`src/rtl/keypad_pkg.sv`:
```
// Shared types and constants for the keypad entry block.
package keypad_pkg;

    typedef enum logic [1:0] {
        SCAN     = 2'd0,
        DEBOUNCE = 2'd1,
        ACT      = 2'd2,
        RELEASE  = 2'd3
    } state_t;

    localparam logic [3:0] KEY_CLEAR = 4'd14;
    localparam logic [3:0] KEY_ENTER = 4'd15;
    localparam int         DIGIT_W   = 4;

    // Index of the lowest set bit; used for both row priority and the one-hot column.
    function automatic logic [1:0] lowest_set(input logic [3:0] v);
        if (v[0])      return 2'd0;
        else if (v[1]) return 2'd1;
        else if (v[2]) return 2'd2;
        else           return 2'd3;
    endfunction

endpackage

```
`src/rtl/bcd2_to_bin.sv`:
```
// Two decimal digits (tens, units) to an 8-bit binary value 0..99.
module bcd2_to_bin
    import keypad_pkg::*;
(
    input  logic [DIGIT_W-1:0] tens,
    input  logic [DIGIT_W-1:0] units,
    output logic [7:0]         bin
);

    assign bin = (8'(tens) << 3) + (8'(tens) << 1) + 8'(units);

endmodule

```
`src/rtl/keypad_entry.sv`:
```
// 4x4 keypad scanner with debounce that assembles up to four digits into a 16-bit value.
// Optional live-entry output ECHO is enabled by defining KEY_ECHO_EN.
module keypad_entry
    import keypad_pkg::*;
#(
    parameter int SCAN_DIV     = 1000,
    parameter int DEBOUNCE_CNT = 20000
) (
    input  logic        clk,
    input  logic        rst,
    input  logic [3:0]  ROW,
    output logic [3:0]  COL,
    output logic [15:0] A,
    output logic        valid,
    output logic [2:0]  ndig
`ifdef KEY_ECHO_EN
    ,
    output logic [15:0] ECHO
`endif
);

    localparam int SCAN_W = (SCAN_DIV > 1) ? $clog2(SCAN_DIV) : 1;
    localparam int DEB_W  = (DEBOUNCE_CNT > 1) ? $clog2(DEBOUNCE_CNT) : 1;
    localparam logic [SCAN_W-1:0] SCAN_LAST = SCAN_W'(SCAN_DIV - 1);
    localparam logic [DEB_W-1:0]  DEB_LAST  = DEB_W'(DEBOUNCE_CNT - 1);

    state_t                        state_q, state_d;
    logic [3:0]                    col_q, col_d;
    logic [1:0]                    row_idx_q, row_idx_d;
    logic [SCAN_W-1:0]             scan_cnt_q, scan_cnt_d;
    logic [DEB_W-1:0]              deb_cnt_q, deb_cnt_d;
    logic [3:0][DIGIT_W-1:0]       dig_q, dig_d;
    logic [2:0]                    ndig_q, ndig_d;
    logic [15:0]                   a_q, a_d;
    logic                          valid_q, valid_d;
    logic [15:0]                   a_bin;
    logic [3:0]                    key_code;

    assign key_code = {lowest_set(col_q), row_idx_q};

    genvar gi;
    generate
        for (gi = 0; gi < 2; gi++) begin : g_a_conv
            bcd2_to_bin u_conv (
                .tens  (dig_q[2*gi+1]),
                .units (dig_q[2*gi]),
                .bin   (a_bin[8*gi +: 8])
            );
        end
    endgenerate

    always_comb begin
        state_d    = state_q;
        col_d      = col_q;
        row_idx_d  = row_idx_q;
        scan_cnt_d = scan_cnt_q;
        deb_cnt_d  = deb_cnt_q;
        dig_d      = dig_q;
        ndig_d     = ndig_q;
        a_d        = a_q;
        valid_d    = 1'b0;
        case (state_q)
            SCAN: begin
                if (scan_cnt_q == SCAN_LAST) begin
                    scan_cnt_d = '0;
                    if (ROW != 4'b0000) begin
                        row_idx_d = lowest_set(ROW);
                        state_d   = DEBOUNCE;
                    end else begin
                        col_d = {col_q[2:0], col_q[3]};
                    end
                end else begin
                    scan_cnt_d = scan_cnt_q + 1'b1;
                end
            end
            DEBOUNCE: begin
                // A dropout sends us back to rescan the same column from a fresh dwell.
                if (!ROW[row_idx_q]) begin
                    deb_cnt_d = '0;
                    state_d   = SCAN;
                end else if (deb_cnt_q == DEB_LAST) begin
                    deb_cnt_d = '0;
                    state_d   = ACT;
                end else begin
                    deb_cnt_d = deb_cnt_q + 1'b1;
                end
            end
            ACT: begin
                state_d = RELEASE;
                if (key_code < 4'd10) begin
                    if (ndig_q < 3'd4) begin
                        dig_d  = {dig_q[2:0], key_code};
                        ndig_d = ndig_q + 3'd1;
                    end
                end else if (key_code == KEY_CLEAR) begin
                    dig_d  = '0;
                    ndig_d = 3'd0;
                end else if (key_code == KEY_ENTER) begin
                    a_d     = a_bin;
                    valid_d = 1'b1;
                    dig_d   = '0;
                    ndig_d  = 3'd0;
                end
            end
            RELEASE: begin
                if (ROW != 4'b0000) begin
                    deb_cnt_d = '0;
                end else if (deb_cnt_q == DEB_LAST) begin
                    deb_cnt_d = '0;
                    state_d   = SCAN;
                    col_d     = {col_q[2:0], col_q[3]};
                end else begin
                    deb_cnt_d = deb_cnt_q + 1'b1;
                end
            end
            default: state_d = SCAN;
        endcase
    end

    always_ff @(posedge clk) begin
        if (rst) begin
            state_q    <= SCAN;
            col_q      <= 4'b0001;
            row_idx_q  <= 2'd0;
            scan_cnt_q <= '0;
            deb_cnt_q  <= '0;
            dig_q      <= '0;
            ndig_q     <= 3'd0;
            a_q        <= 16'd0;
            valid_q    <= 1'b0;
        end else begin
            state_q    <= state_d;
            col_q      <= col_d;
            row_idx_q  <= row_idx_d;
            scan_cnt_q <= scan_cnt_d;
            deb_cnt_q  <= deb_cnt_d;
            dig_q      <= dig_d;
            ndig_q     <= ndig_d;
            a_q        <= a_d;
            valid_q    <= valid_d;
        end
    end

    assign COL   = col_q;
    assign A     = a_q;
    assign valid = valid_q;
    assign ndig  = ndig_q;

`ifdef KEY_ECHO_EN
    logic [15:0] echo_q, echo_d;
    logic [15:0] echo_bin;

    generate
        for (gi = 0; gi < 2; gi++) begin : g_echo_conv
            bcd2_to_bin u_conv (
                .tens  (dig_d[2*gi+1]),
                .units (dig_d[2*gi]),
                .bin   (echo_bin[8*gi +: 8])
            );
        end
    endgenerate

    always_comb begin
        echo_d = echo_q;
        if (state_q == ACT) echo_d = echo_bin;
    end

    always_ff @(posedge clk) begin
        if (rst) echo_q <= 16'd0;
        else     echo_q <= echo_d;
    end

    assign ECHO = echo_q;
`endif

endmodule

```
`config.mk`:
```
export PLATFORM = sky130hd
export DESIGN_NAME = keypad_entry
export DESIGN_NICKNAME = d
export VERILOG_FILES = /design/src/rtl/keypad_pkg.sv /design/src/rtl/bcd2_to_bin.sv /design/src/rtl/keypad_entry.sv
export SDC_FILE = /design/constraint.sdc
export NUM_CORES = 1
export LEC_CHECK = 0
export BUFFER_PORTS_ARGS = -buffer_cell sky130_fd_sc_hd__buf_2
export CAP_MARGIN = 25
export CORE_AREA = 2 2 85 87
export DETAILED_ROUTE_END_ITERATION = 7
export DIE_AREA = 0 0 87 89
export PLACE_DENSITY = 0.71
export SYNTH_ARGS = -nofsm -noshare
export SYNTH_HDL_FRONTEND = slang
export SYNTH_SLANG_ARGS = --single-unit
```
`constraint.sdc`:
```
create_clock -name clk -period 4.7 [get_ports clk]
set_input_delay 0.47 -clock clk [delete_from_list [all_inputs] [get_ports clk]]
set_output_delay 0.47 -clock clk [all_outputs]
set_load 0.05 [all_outputs]
```
==> results.json <==
{
  "dp_hpwl_mm": 4.89,
  "grt.total_usage_pct": 19.2,
  "synth_warnings": 0,
  "multiInputGateArea_um2": 1850,
  "ios": 30,
  "p_per_area_nw_per_um2": 295,
  "rows": 30,
  "slowest_stage": "o221ai_1",
  "ys_ff_latch": 69,
  "slew_headroom_pct": 34.6,
  "antenna_found_initial": 0,
  "netlist_area_um2": 3360,
  "cts_htree_levels": 3,
  "num_vias": 2788,
  "fp.dieW_um": 87,
  "synth_area_leader_cell": "dfxtp_1",
  "min_period_ns": 2.51,
  "cts.sinks": 69,
  "crit_path_end_kind": "register",
  "yosysMostFrequentCell": "dfxtp_1",
  "cp.required_ns": 4.88,
  "insertion_delay_ns": 0.34,
  "core_area_um2": 6720,
  "fill_cells": 625,
  "wl_met2_mm": 3.39,
  "synth_top_flop_cell": "dfxtp_1",
  "worst_clock_skew_ns": 0.00807,
  "grt_pass1_wl_mm": 11.8,
  "reg2reg_slack_ns": 2.19,
  "crit_type": "reg -> reg",
  "min_path_cells": 3,
  "worstHoldEndpoint": "row_idx_q[0]",
  "slew_viol_final": 0,
  "tightest_slew_ns": 0.977,
  "cts.clk_slew.worst_paths_ns": 0.07,
  "die_area_um2": 7740,
  "cts_tree": "done",
  "grt_setup_unrepaired": "no",
  "drtIter0Drc": 99,
  "synthDistinctLibCells": 53,
  "drc": 0,
  "gp_congestion": 0.852,
  "cts_hold_buf": 0,
  "antenna_cells": 0,
  "setup-tns-final_ns": 0,
  "via_per_inst": 5.70,
  "worstHoldPathType": "in -> reg",
  "crit_chain": "mux4_1 -> mux2_2 -> o221ai_1 -> nor3_1",
  "async_flop_share_pct": 0,
  "synth_top_family_by_area": "simple AND/OR/NAND/NOR gates",
  "synthMuxAreaShare_pct": 2.31,
  "reg2reg_depth": 4,
  "cts_root_buffer": "clkbuf_8",
  "place_ws_ns": 2.12,
  "syn2layout_area_growth_pct": 12.2,
  "fmax_ghz": 0.399,
  "cellLeakagePower_nw": 1.51,
  "cts.path.max_buffers": 2,
  "grt_overflow": 0,
  "post-cts-setup-buffers": 0,
  "yosys.area_share.xor_xnor_pct": 4.96,
  "yosysTopAreaCellShare_pct": 41.1,
  "critPathArrivalTime_ns": 2.69,
  "yosys.area_share.adder_pct": 8.72,
  "synth_edf_count": 0,
  "layout-drive-gt1-share_pct": 15.6,
  "hp-start": "ROW[0]",
  "grt_max_degree": 34,
  "r2r-start": "row_idx_q[1]",
  "syn-num-nets": 403,
  "port_buffers": 29,
  "layout_setup_ws_ns": 2.19,
  "r2r-end": "deb_cnt_q[2]",
  "synthTopCellsByCount": "dfxtp_1 (69), nand2_1 (43), nor2_1 (33)",
  "dr.pass1.iters": 4,
  "drt-wirelength-per-cell_um": 14.0,
  "ctsResizeCount": 0,
  "ir_worst_vdd_v": 0.000225,
  "status": "finished, final reports clean",
  "fin_nets": 431,
  "maxUsedRoutingLayer": "met4",
  "cts_buffers": 9,
  "die_y_um": 89,
  "crit_fanout": 12,
  "route.met3.wl_um": 227,
  "netlist_instances": 376,
  "routedLengthMet1_mm": 3.16,
  "ys_seq_area_share_pct": 41.1,
  "start_util_pct": 50.0,
  "cap_viol_max_count": 0,
  "grt_pass1_vias": 2599,
  "critPathMaxStageDelay_ns": 0.79,
  "wirelength_mm": 6.84,
  "seqCellArea_um2": 1380,
  "syn-mean-instance-area_um2": 8.93,
  "synthSimpleGateAreaFrac_pct": 21.6,
  "synth-compound-area-share_pct": 17.5,
  "synth_area_leaders": "dfxtp_1 (41%), ha_1 (6.3%), nand2_1 (4.8%)",
  "period_share_pct": 53.3,
  "final-hold-violation-count": 0,
  "critPathLaunchType": "register",
  "finalSetupViolCount": 0,
  "ant_nets": 0
}
## worst max-delay path: cells and delay by family, from the launching register on
kind               cells  cell delay [ns]
DFF                    1             0.45
AOI/OAI and AO/OA      1             0.79
muxes                  2             0.97
and+or+nand+nor        1             0.14
## state kept, by name (all words and copies together) (netlist names), named ones only
| signal | count |
|---|---|
| A | 16 |
| COL | 4 |
| deb_cnt_q | 15 |
| dig_q | 16 |
| ndig | 3 |
| row_idx_q | 2 |
| scan_cnt_q | 10 |
| state_q | 1 |
| valid | 1 |
## power breakdown
part,leakage [nW],internal (mW),switching (mW)
sequential,0.556,0.587,0.00237
combinational,0.838,0.00799,0.0170
clock,0.112,0.286,0.211
total,1.51,0.880,0.230
## placed cells by master (no fill, tap or decap), drive strengths merged, types with 4 or more instances in the layout
master  synthesis  final
a211oi          7      7
a21oi          31     31
a31oi           4      4
and2            4      4
and3            5      5
buf             4     31
clkbuf         10     12
dfxtp          69     69
fa              4      4
ha             17     17
inv            17     17
mux2i           4      4
nand2          43     43
nand3          10     10
nand4          13     13
nor2           34     34
nor2b           5      5
o21ai          16     16
o221a          11     11
o31ai           6      6
xnor2           8      8
xor2           11     11
## cell type report
cell class	count	area share [%]
Multi-Input combinational cell	276	49.1
Timing Repair Buffer	31	4.35
Clock buffer	12	4.38
Tap cell	80	2.66
Sequential cell	69	36.7
Clock inverter	4	1.20
Inverter	17	1.69
## through the flow
stage | cells | area (um^2) | total power [mW] | hold slack, ns | utilization [%]
floorplan | 376 | 3360 | 0.620 | 0.445 | -
global placement | 472 | 3550 | 0.626 | 0.437 | 52.8
detailed placement | 473 | 3560 | 0.627 | 0.443 | 52.9
CTS | 489 | 3770 | 1.13 | 0.423 | 56.1
global route | 489 | 3770 | 1.15 | 0.460 | 56.1
finish | 489 | 3770 | 1.11 | 0.439 | 56.1
## how the worst max path moves through the flow
stage	end	from
6_report	deb_cnt_q[2]	row_idx_q[1]
5_1_grt	deb_cnt_q[2]	row_idx_q[1]
4_1_cts	deb_cnt_q[2]	row_idx_q[1]
3_5_place_dp	deb_cnt_q[2]	ROW[2]
3_3_place_gp	deb_cnt_q[2]	ROW[2]
2_1_floorplan	A[14]	dig_q[11]
## layer usage
layer,global-route usage (%),up-vias
li1,-,1412
met1,23.0,1326
met2,33.7,46
met3,4.52,4
met4,6.82,0
met5,0,-
## cell families (layout without fill, tap and decap cells)
| group | count (synthesis) | after routing |
|---|---|---|
| AO/OA/AOI/OAI | 88 | 88 |
| XOR/XNOR | 19 | 19 |
| adder cells (fa/ha/maj) | 21 | 21 |
| buffers and inverters | 31 | 64 |
| flip-flops | 69 | 69 |
| multiplexers | 6 | 6 |
| AND/OR/NAND/NOR | 142 | 142 |
No activity file was read; power rests on OpenSTA's default activity.
